## config.mk

```make
export PLATFORM = sky130hd
export DESIGN_NAME = sap_out_port_flat
export DESIGN_NICKNAME = d
export VERILOG_FILES = /design/src/rtl/sap_out_if.sv /design/src/rtl/sap_out_port.sv /design/src/flat_wrapper.sv
export SDC_FILE = /design/constraint.sdc
export NUM_CORES = 1
export LEC_CHECK = 0
export BUFFER_PORTS_ARGS = -buffer_cell sky130_fd_sc_hd__buf_2
export CAP_MARGIN = 20
export CORE_ASPECT_RATIO = 1.25
export CORE_MARGIN = 3
export CORE_UTILIZATION = 35
export DETAILED_ROUTE_END_ITERATION = 6
export PLACE_DENSITY = 0.57
export SETUP_SLACK_MARGIN = 0.1
export SLEW_MARGIN = 30
export SYNTH_ARGS = -nofsm -noshare
export SYNTH_HDL_FRONTEND = slang
export SYNTH_HIERARCHICAL = 1
export SYNTH_SLANG_ARGS = --single-unit
```

## constraint.sdc

```tcl
create_clock -name clk -period 2.43 [get_ports clk]
set_input_delay 0.486 -clock clk [delete_from_list [all_inputs] [get_ports clk]]
set_output_delay 0.486 -clock clk [all_outputs]
set_load 0.05 [all_outputs]
```

## src/rtl/sap_out_if.sv

```systemverilog
// Bus-side and consumer-side signals of the SAP multi-channel output port.
interface sap_out_if #(
  parameter int DATA_W = 8,
  parameter int N_CH   = 2,
  localparam int CH_W  = (N_CH > 1) ? $clog2(N_CH) : 1
);
  logic [DATA_W-1:0]           bus;
  logic                        ld;
  logic [CH_W-1:0]             ch_sel;
  logic                        stall;
  logic [N_CH-1:0][DATA_W-1:0] out_data;
  logic [N_CH-1:0]             out_valid;
  logic [N_CH-1:0]             out_ack;
  logic [N_CH-1:0][DATA_W-1:0] disp;
  logic [N_CH-1:0]             full;
  logic [N_CH-1:0]             ovf;
  logic                        ovf_clr;

  // controller + consumers
  modport master (
    output bus, ld, ch_sel, out_ack, ovf_clr,
    input  stall, out_data, out_valid, disp, full, ovf
  );

  // the output port itself
  modport slave (
    input  bus, ld, ch_sel, out_ack, ovf_clr,
    output stall, out_data, out_valid, disp, full, ovf
  );
endinterface

```

## src/rtl/sap_out_port.sv

```systemverilog
// SAP output port: N_CH independent FWFT FIFOs with display registers,
// sticky overflow flags and a combinational stall back to the controller.

// One output channel: FIFO, display register and overflow flag.
module sap_out_chan #(
  parameter int DATA_W = 8,
  parameter int DEPTH  = 4
) (
  input  logic              clk,
  input  logic              clr,
  input  logic              sel,      // ld targets this channel
  input  logic              ack,
  input  logic              ovf_clr,
  input  logic [DATA_W-1:0] wdata,
  output logic [DATA_W-1:0] head,
  output logic [DATA_W-1:0] disp,
  output logic              valid,
  output logic              full,
  output logic              ovf,
  output logic              stall
);
  localparam int PTR_W = $clog2(DEPTH);
  localparam int CNT_W = $clog2(DEPTH + 1);

  logic [DATA_W-1:0] mem [DEPTH];
  logic [PTR_W-1:0]  wptr, rptr;
  logic [CNT_W-1:0]  cnt;
  logic              push, pop;

  assign valid = (cnt != '0);
  assign full  = (cnt == CNT_W'(DEPTH));
  assign pop   = ack & valid;
  // a pop in the same cycle frees the slot the push will land in
  assign push  = sel & (~full | pop);
  assign stall = sel & full & ~ack;
  assign head  = valid ? mem[rptr] : '0;

  // storage write; contents are never reset
  always_ff @(posedge clk) begin
    if (clr && push) mem[wptr] <= wdata;
  end

  // pointers, occupancy, display register and sticky overflow
  always_ff @(posedge clk) begin
    if (!clr) begin
      wptr <= '0;
      rptr <= '0;
      cnt  <= '0;
      disp <= '0;
      ovf  <= 1'b0;
    end else begin
      if (push) wptr <= wptr + PTR_W'(1);
      if (pop) begin
        rptr <= rptr + PTR_W'(1);
        disp <= mem[rptr];
      end
      case ({push, pop})
        2'b10:   cnt <= cnt + CNT_W'(1);
        2'b01:   cnt <= cnt - CNT_W'(1);
        default: cnt <= cnt;
      endcase
      // a fresh overflow beats a clear on the same edge
      if (stall)        ovf <= 1'b1;
      else if (ovf_clr) ovf <= 1'b0;
    end
  end
endmodule

module sap_out_port #(
  parameter int DATA_W = 8,
  parameter int DEPTH  = 4,
  parameter int N_CH   = 2,
  localparam int CH_W  = (N_CH > 1) ? $clog2(N_CH) : 1
) (
  input  logic     clk,
  input  logic     clr,
  sap_out_if.slave io
);
  logic [N_CH-1:0]             sel, ch_stall, ch_valid, ch_full, ch_ovf;
  logic [N_CH-1:0][DATA_W-1:0] ch_head, ch_disp;

  // out-of-range ch_sel matches no channel, so the load is silently ignored
  for (genvar c = 0; c < N_CH; c++) begin : g_ch
    assign sel[c] = io.ld & (io.ch_sel == CH_W'(c));

    sap_out_chan #(.DATA_W(DATA_W), .DEPTH(DEPTH)) u_chan (
      .clk     (clk),
      .clr     (clr),
      .sel     (sel[c]),
      .ack     (io.out_ack[c]),
      .ovf_clr (io.ovf_clr),
      .wdata   (io.bus),
      .head    (ch_head[c]),
      .disp    (ch_disp[c]),
      .valid   (ch_valid[c]),
      .full    (ch_full[c]),
      .ovf     (ch_ovf[c]),
      .stall   (ch_stall[c])
    );
  end

  assign io.stall     = |ch_stall;
  assign io.out_data  = ch_head;
  assign io.out_valid = ch_valid;
  assign io.full      = ch_full;
  assign io.ovf       = ch_ovf;
  assign io.disp      = ch_disp;
endmodule

```

## src/flat_wrapper.sv

```systemverilog
// flat-port wrapper written by rule: the top's interface ports become plain ports
module sap_out_port_flat 
#(
  parameter int DATA_W = 8,
  parameter int DEPTH  = 4,
  parameter int N_CH   = 2,
  localparam int CH_W  = (N_CH > 1) ? $clog2(N_CH) : 1
)
  (clk, clr, io_bus, io_ld, io_ch_sel, io_out_ack, io_ovf_clr, io_stall, io_out_data, io_out_valid, io_disp, io_full, io_ovf);
  sap_out_if #(.DATA_W(DATA_W), .N_CH(N_CH)) io_i ();
  input  logic clk;
  input  logic clr;
  input wire logic [$bits(io_i.bus)-1:0] io_bus;
  input wire logic [$bits(io_i.ld)-1:0] io_ld;
  input wire logic [$bits(io_i.ch_sel)-1:0] io_ch_sel;
  input wire logic [$bits(io_i.out_ack)-1:0] io_out_ack;
  input wire logic [$bits(io_i.ovf_clr)-1:0] io_ovf_clr;
  output wire logic [$bits(io_i.stall)-1:0] io_stall;
  output wire logic [$bits(io_i.out_data)-1:0] io_out_data;
  output wire logic [$bits(io_i.out_valid)-1:0] io_out_valid;
  output wire logic [$bits(io_i.disp)-1:0] io_disp;
  output wire logic [$bits(io_i.full)-1:0] io_full;
  output wire logic [$bits(io_i.ovf)-1:0] io_ovf;
  assign io_i.bus = io_bus;
  assign io_i.ld = io_ld;
  assign io_i.ch_sel = io_ch_sel;
  assign io_i.out_ack = io_out_ack;
  assign io_i.ovf_clr = io_ovf_clr;
  assign io_stall = io_i.stall;
  assign io_out_data = io_i.out_data;
  assign io_out_valid = io_i.out_valid;
  assign io_disp = io_i.disp;
  assign io_full = io_i.full;
  assign io_ovf = io_i.ovf;
  sap_out_port #(.DATA_W(DATA_W), .DEPTH(DEPTH), .N_CH(N_CH)) u_core (.clk(clk), .clr(clr), .io(io_i));
endmodule
```

# == Word level (Yosys, flattened, before mapping) ==
# Memories as Yosys holds them, arrays and structs flattened. A register that Yosys moved wholly into a read port is not among the register bits.
# Cells that the tools add are included.
# word_totals
input_bits,15
memories,2
ramBits,64
ff_bits,32
word_cells,67
# mem_list
name,words,word_bits,rd,rd_ports_with_merged_regs,wr,line,text
u_core.g_ch[0].u_chan.mem,4,8,1,1,1,sap_out_port.sv:25,logic [DATA_W-1:0] mem [DEPTH];
u_core.g_ch[1].u_chan.mem,4,8,1,1,1,sap_out_port.sv:25,
# classes
add_sub_neg,8
n_mux,15
bitwise,17
reduce_logical,9
eq_ne,6
# ops
op,count
8-bit 2-to-1 mux,2
3-bit case mux with 2 select lines,2
1-bit AND,10
2-bit by 1-bit adder with 2-bit output (second input constant),4
2-bit 2-to-1 mux,4
2-bit nonzero test,4
1-bit 2-to-1 mux,7
3-bit by 1-bit adder with 3-bit output (second input constant),2
3-bit == test (second input constant),2
3-bit nonzero test,2
3-bit by 1-bit subtractor with 3-bit output (second input constant),2
1-bit inverter,5
2-bit by 1-bit == test with 1-bit output (second input constant),2
2-bit == test (second input constant),2
1-bit logical AND,2
1-bit bitwise OR,2
2-bit OR reduction,1

# == Depth between registers and ports, before layout ==
# Gate-level depths: netlist of the first run.
# logic_depth
depth_word,7
ltp_mapped,10
depth_no_buf,9

# == By module ==
# Netlist of the first run, hierarchy kept.
# by_module_without_submodules
module,seq_area_each_um2,area_per_inst_um2,n_inst,cells_each
sap_out_chan,1321.3,2037.0,2,137
sap_out_port,0.0,22.5,1,3

# == Worst setup path after synthesis of the first run ==
# Ideal clock, no wire load.
# synth_path
path_type,input to register
start,input io_ch_sel
end,register u_core.g_ch[0].u_chan.cnt[2]
arrival_ns,2.131
path_buffers,1
stages,10
setup_slack_ns,0.229
path_cell_list,and2b_2 -> nor2b_1 -> buf_2 -> inv_2 -> ha_1 -> inv_1 -> fa_1 -> xor2_1 -> or3_1 -> a21boi_1
# synth_via
elab_chain_len,5
word_cells_on_any_way,7
classes_between,eq/ne (2); mux (1); bitwise (3); reduce/logical (1)
# synth_rtl
element,line,text
from (decl),flat_wrapper.sv:15,input wire logic [$bits(io_i.ch_sel)-1:0] io_ch_sel;
1-bit inverter (*),sap_out_port.sv:84,assign sel[c] = io.ld & (io.ch_sel == CH_W'(c));
1-bit AND (*),sap_out_port.sv:84,
1-bit AND (*),sap_out_port.sv:34,assign push = sel & (~full | pop);
2-bit by 1-bit == test with 1-bit output or 2-bit == test (tied branches),sap_out_port.sv:57,"case ({push, pop})"
3-bit case mux with 2 select lines or 2-bit nonzero test (tied branches),-,
to (signal assigned),sap_out_port.sv:58,2'b10: cnt <= cnt + CNT_W'(1);
to (signal assigned),sap_out_port.sv:59,2'b01: cnt <= cnt - CNT_W'(1);
to (signal assigned),sap_out_port.sv:60,default: cnt <= cnt;
to (decl),sap_out_port.sv:27,logic [CNT_W-1:0] cnt;
# Mark *: on every way between the ends. The rest lies on a longest branch, timed or not.
# A chain may end at the register's enable or synchronous reset.

==> out/results.ini, run 1 <==
[synth]
synth.avg_cell_area_um2=14.8
ys_warn_count=6
syn_inst=277
synth_cell_types=33
ys_ff_latch=100
syn_nets=304
yosysSeqAreaShare=0.645
syn-cell-area_mm2=0.00410

[finish]
nFillCells=1018
final_common_cell=edfxtp_1
drive_above_1_share=0.287
fin_util=0.433
regArea_mm2=0.00264
areaGrowthSynthToFinish_pct=18.8
final_cell_mix=64 x edfxtp_1, 53 x buf_2, 36 x dfxtp_1
antenna_cells=0
final_nets=363
multi_input_area_mm2=0.00132
design_area_mm2=0.00487

[floorplanning]
ios=54
die_y_um=127
die_area_mm2=0.0130
rows=43
initial_core_util=0.364
die_x_um=103
coreArea_mm2=0.0112

[route]
drt_iter0_markers=66
avgViaCountPerCell=4.82
routed-via-count=2294
dr.pass1.iters=4
wl_um=7670
routedWlPerCell_um=16.1
ant_nets=0
drc=0

[placed_design]
io_buffers=53
detailed_place_hpwl_um=5420
placed_area_mm2=0.00452
gp_congestion=0.746

[power_and_ir_drop]
vdd_drop_max_mv=0.416
p_total_uw=5850
pwr_density_cell_mw_per_mm2=1200
p_leak_uw=0.00188

[setup_path]
path_max_fanout=8
endpoint_kind=primary output
reg2reg_depth=9
crit_cells=4
crit_required_ns=1.94
crit_type=reg2out
crit_family=multiplexers
arrival_ns=1.76
path_buf_inv=2
startpoint_type=register
path_cells=buf_6 -> mux4_2 -> and2b_1 -> buf_2
crit_slowest_cell=mux4_2
worst_path_largest_cell_delay_ns=0.56

[timing]
period_share=0.924
finalSetupViolCount=0
fin_crit_ns=2.25
worstMarginPinSlew_ns=0.508
fmax_mhz=445
holdWs_ns=0.433
timing.setup.tns_ns=0
rsz0062_at_grt=true
relSlewSlack=0.661
slew_violations=0
clock_skew_ns=0.00831
finalHoldViolCount=0

[clock_network]
cts.sinks=100
clk_pin_slew_ns=0.07
postCtsHoldBufs=0
clk_path_buf_depth=2
h-tree-depth=3
cts_tree=yes
insertion_delay_ns=0.34
numCtsBuffers=9
cts-root-buf=clkbuf_16

[hold_path]
holdPathStages=1
hold_path.class=in2reg

[global_routing]
antenna_found_initial=0
grt_overflow=0
grt_pass1_wl_um=12300
grt.total_usage=0.126
grt_pass1_vias=2309
grt_max_degree=36

[flow_run]
maxCapViolCount=0

[status]
run_status=completed

-- final timing paths --
| kind | startpoint | to | slack [ns] |
|---|---|---|---|
| max reg2reg | u_core/g_ch[1].u_chan/cnt[0] | u_core/g_ch[1].u_chan/cnt[2] | 0.32 |
| min | io_bus[3] | u_core/g_ch[1].u_chan/mem[0][3] | 0.43 |
| min reg2reg | u_core/g_ch[0].u_chan/disp[7] | u_core/g_ch[0].u_chan/disp[7] | 0.46 |
| max | register | io_out_data[14] | 0.18 |
-- metrics by stage --
step	worst slack [ns]	cells
3_5_place_dp	0.147	460
4_1_cts	0.113	476
6_report	0.184	476
3_3_place_gp	0.207	460
2_1_floorplan	0.229	277
5_1_grt	0.0915	476
-- cells by family after synthesis --
logic type | Yosys count | synth area share
xor+xnor | 6 | 0.0128
mux | 20 | 0.0977
flops | 100 | 0.645
buf+inv | 28 | 0.0324
fa+ha+maj | 12 | 0.0403
compound gates | 28 | 0.0531
simple gates | 83 | 0.119
-- layer usage --
layer,vias to the layer above,share of wire,global-route usage
met5,-,0,0
met4,0,0.020,0.0526
met3,9,0.026,0.0248
met2,29,0.51,0.213
met1,1133,0.44,0.155
li1,1123,-,-
-- state kept, by name, indices dropped and copies added, names as in the netlist, named ones only --
name and count:
u_core/g_ch.u_chan/cnt 6, u_core/g_ch.u_chan/disp 16, u_core/g_ch.u_chan/mem 64, u_core/g_ch.u_chan/ovf 2, u_core/g_ch.u_chan/rptr 4, u_core/g_ch.u_chan/wptr 4
-- area by class of cell --
type                            count  area share
Clock buffer                       11      0.0499
Clock inverter                      5      0.0203
Inverter                           14      0.0108
Multi-Input combinational cell    149       0.271
Sequential cell                   100       0.543
Tap cell                          135      0.0347
Timing Repair Buffer               62      0.0699
-- cells in the mapped netlist (all sizes together) --
| cell type | instances | area, µm² |
|---|---|---|
| nand4b | 2 | 17.5 |
| o21ai | 4 | 20.0 |
| nor4b | 2 | 30.0 |
| xor2 | 4 | 35.0 |
| fa | 2 | 40.0 |
| inv | 14 | 52.6 |
| edfxtp | 64 | 1920 |
| and2b | 11 | 83.8 |
| or2 | 1 | 6.26 |
| and3 | 10 | 62.6 |
| nor2b | 10 | 62.6 |
| a21oi | 2 | 10.0 |
| xnor2 | 2 | 17.5 |
| nand2b | 2 | 12.5 |
| buf | 8 | 57.6 |
| clkbuf | 6 | 22.5 |
| dfxtp | 36 | 721 |
| mux4 | 16 | 360 |
| nor3 | 2 | 10.0 |
| and2 | 13 | 82.6 |
| mux2i | 4 | 40.0 |
| o31a | 2 | 17.5 |
| nand2 | 28 | 105 |
| ha | 10 | 125 |
| or3 | 2 | 12.5 |
| a21boi | 2 | 15.0 |
| o2bb2ai | 16 | 140 |
| o21a | 2 | 15.0 |
-- power breakdown --
group          total (µW)  switching (µW)  internal, µW
Combinational        2140            1440           698
Clock                1600             572          1030
Sequential           2110             130          1980
Total                5850            2140          3700
-- what timing repair did --
action | CTS | global route
buffers inserted | 0 | 0
gates resized for setup | 0 | 2
hold endpoints to repair | 0 | 0
endpoints found under the setup margin | 0 | 10
(Power assumes the default switching activity.)
==> run 2: changes to the inputs <==
Settings changed: PLACE_DENSITY 0.57 to 0.59.
Clock period 2.43 ns to 1.9 ns, I/O delays scaled along.
==> run 2 against run 1 <==
The run now ends with setup timing left; sequential power rose by 27%; combinational power rose by 77%; clock skew fell by 0.0045 ns; worst hold slack got worse by 0.11 ns; clock power rose by 19%; via count rose by 8.7%; setup slack got worse by 0.38 ns; count of clock-buffer cells in the layout did not move; sequential share of layout area fell by 6.0 points.
==> out/results.ini, run 2 (synthesis results as in run 1) <==
[clock_network]
cts.sinks=100
h-tree-depth=3
cts_tree=yes
insertion_delay_ns=0.33
clk_pin_slew_ns=0.07
postCtsHoldBufs=0
cts-root-buf=clkbuf_16
numCtsBuffers=9
clk_path_buf_depth=2

[floorplanning]
die_y_um=127
ios=54
coreArea_mm2=0.0112
initial_core_util=0.364
die_area_mm2=0.0130
die_x_um=103
rows=43

[global_routing]
grt.total_usage=0.133
antenna_found_initial=0
busiest_layer=met2
gr-usage-met1=0.157
gr-usage-met3=0.0253
grt_use_met2=0.234
grt_overflow=0
grt_pass1_wl_um=13200
grt_max_degree=22
grt_pass1_vias=2617

[setup_path]
endpoint_kind=primary output
crit_slowest_cell=mux4_2
path_max_fanout=8
arrival_ns=1.71
crit_type=reg2out
worst_path_largest_cell_delay_ns=0.55
crit_required_ns=1.52
startpoint_type=register
path_cells=buf_12 -> mux4_2 -> and2b_1 -> buf_6

[finish]
largest_register_ff_count=64
final_cell_mix=64 x edfxtp_1, 34 x buf_2, 32 x buf_4
final_common_cell=edfxtp_1
reg_top3=u_core/g_ch.u_chan/mem: 64 flops, u_core/g_ch.u_chan/disp: 16 flops, u_core/g_ch.u_chan/cnt: 6 flops
instances_no_fill=514
final_nets=401
regMostFlops=u_core/g_ch.u_chan/mem
antenna_cells=0
nFillCells=956
design_area_mm2=0.00549
areaGrowthSynthToFinish_pct=34.1
drive_above_1_share=0.433
multi_input_area_mm2=0.00144
regArea_mm2=0.00265

[placed_design]
placed_area_mm2=0.00484
io_buffers=53
detailed_place_hpwl_um=5790
placed_cells=484
gp_congestion=0.773

[timing]
relSlewSlack=0.764
timing.setup.tns_ns=-2.38
worst_slack_ns=-0.191
slew_violations=0
finalSetupViolCount=18
finalHoldViolCount=0
fmax_mhz=478
period_share=1.10
fin_crit_ns=2.09
rsz0062_at_grt=true
clock_skew_ns=0.00379
holdWs_ns=0.328
worstMarginPinSlew_ns=0.354

[flow_run]
maxCapViolCount=0

[route]
routed-via-count=2493
drc=0
avgViaCountPerCell=4.85
drt_iter0_markers=81
ant_nets=0
routedWlPerCell_um=15.9
wl_um=8160
dr.pass1.iters=4

[power_and_ir_drop]
p_leak_uw=0.00214
pwr_density_cell_mw_per_mm2=1530
vdd_drop_max_mv=0.689

[status]
violations=setup timing
run_status=complete, but fails checks

[hold_path]
hold_path.class=in2reg

[run 2: routing by layer]
layer  routed length (µm)  share of wire
met5                    0              0
met4                  145          0.018
met3                  193          0.024
met2                 4420           0.54
met1                 3400           0.42
[run 2: what timing repair did]
item	in CTS	in global routing
gates resized for setup	67	6
gates cloned	1	0
pin swaps	4	5
setup endpoints to repair	22	23
setup buffers	9	4
[run 2: per-stage QoR]
stage / total power [µW] / util / worst slack (ns)
global placement: 5740 / 0.430 / -0.146
global route: 8770 / 0.488 / -0.247
floorplan: 4930 / - / -0.107
detailed placement: 5770 / 0.430 / -0.196
CTS: 8390 / 0.485 / -0.219
finish: 8380 / 0.488 / -0.191
[run 2: cell type report]
type                            instances  area share
Timing Repair Buffer                  100       0.156
Sequential cell                       100       0.483
Inverter                               14      0.0100
Clock inverter                          5      0.0155
Tap cell                              135      0.0308
Clock buffer                           11      0.0424
Multi-Input combinational cell        149       0.262
[run 2: report_power, final]
group          switching [µW]  internal (µW)  leakage [µW]
Sequential                146           2540      0.000875
Combinational            2140           1640       0.00112
Clock                     752           1160      0.000150
Total                    3030           5350       0.00214
[run 2: path summary, 6_finish.rpt]
check,slack [ns],startpoint,to,cells after the start
hold reg to reg,0.46,u_core/g_ch[0].u_chan/disp[4],u_core/g_ch[0].u_chan/disp[4],2
hold / removal,0.33,io_bus[0],u_core/g_ch[1].u_chan/mem[3][0],1
setup / recovery,-0.19,register,io_out_data[7],4
setup reg to reg,-0.03,u_core/g_ch[0].u_chan/cnt[0],u_core/g_ch[0].u_chan/cnt[2],9
[run 2: worst max-delay path: cells and delay by family (launching register included)]
kind | cells | cell delay [ns]
buffers and inverters | 2 | 0.29
DFF | 1 | 0.34
and+or+nand+nor | 1 | 0.19
muxes | 1 | 0.55
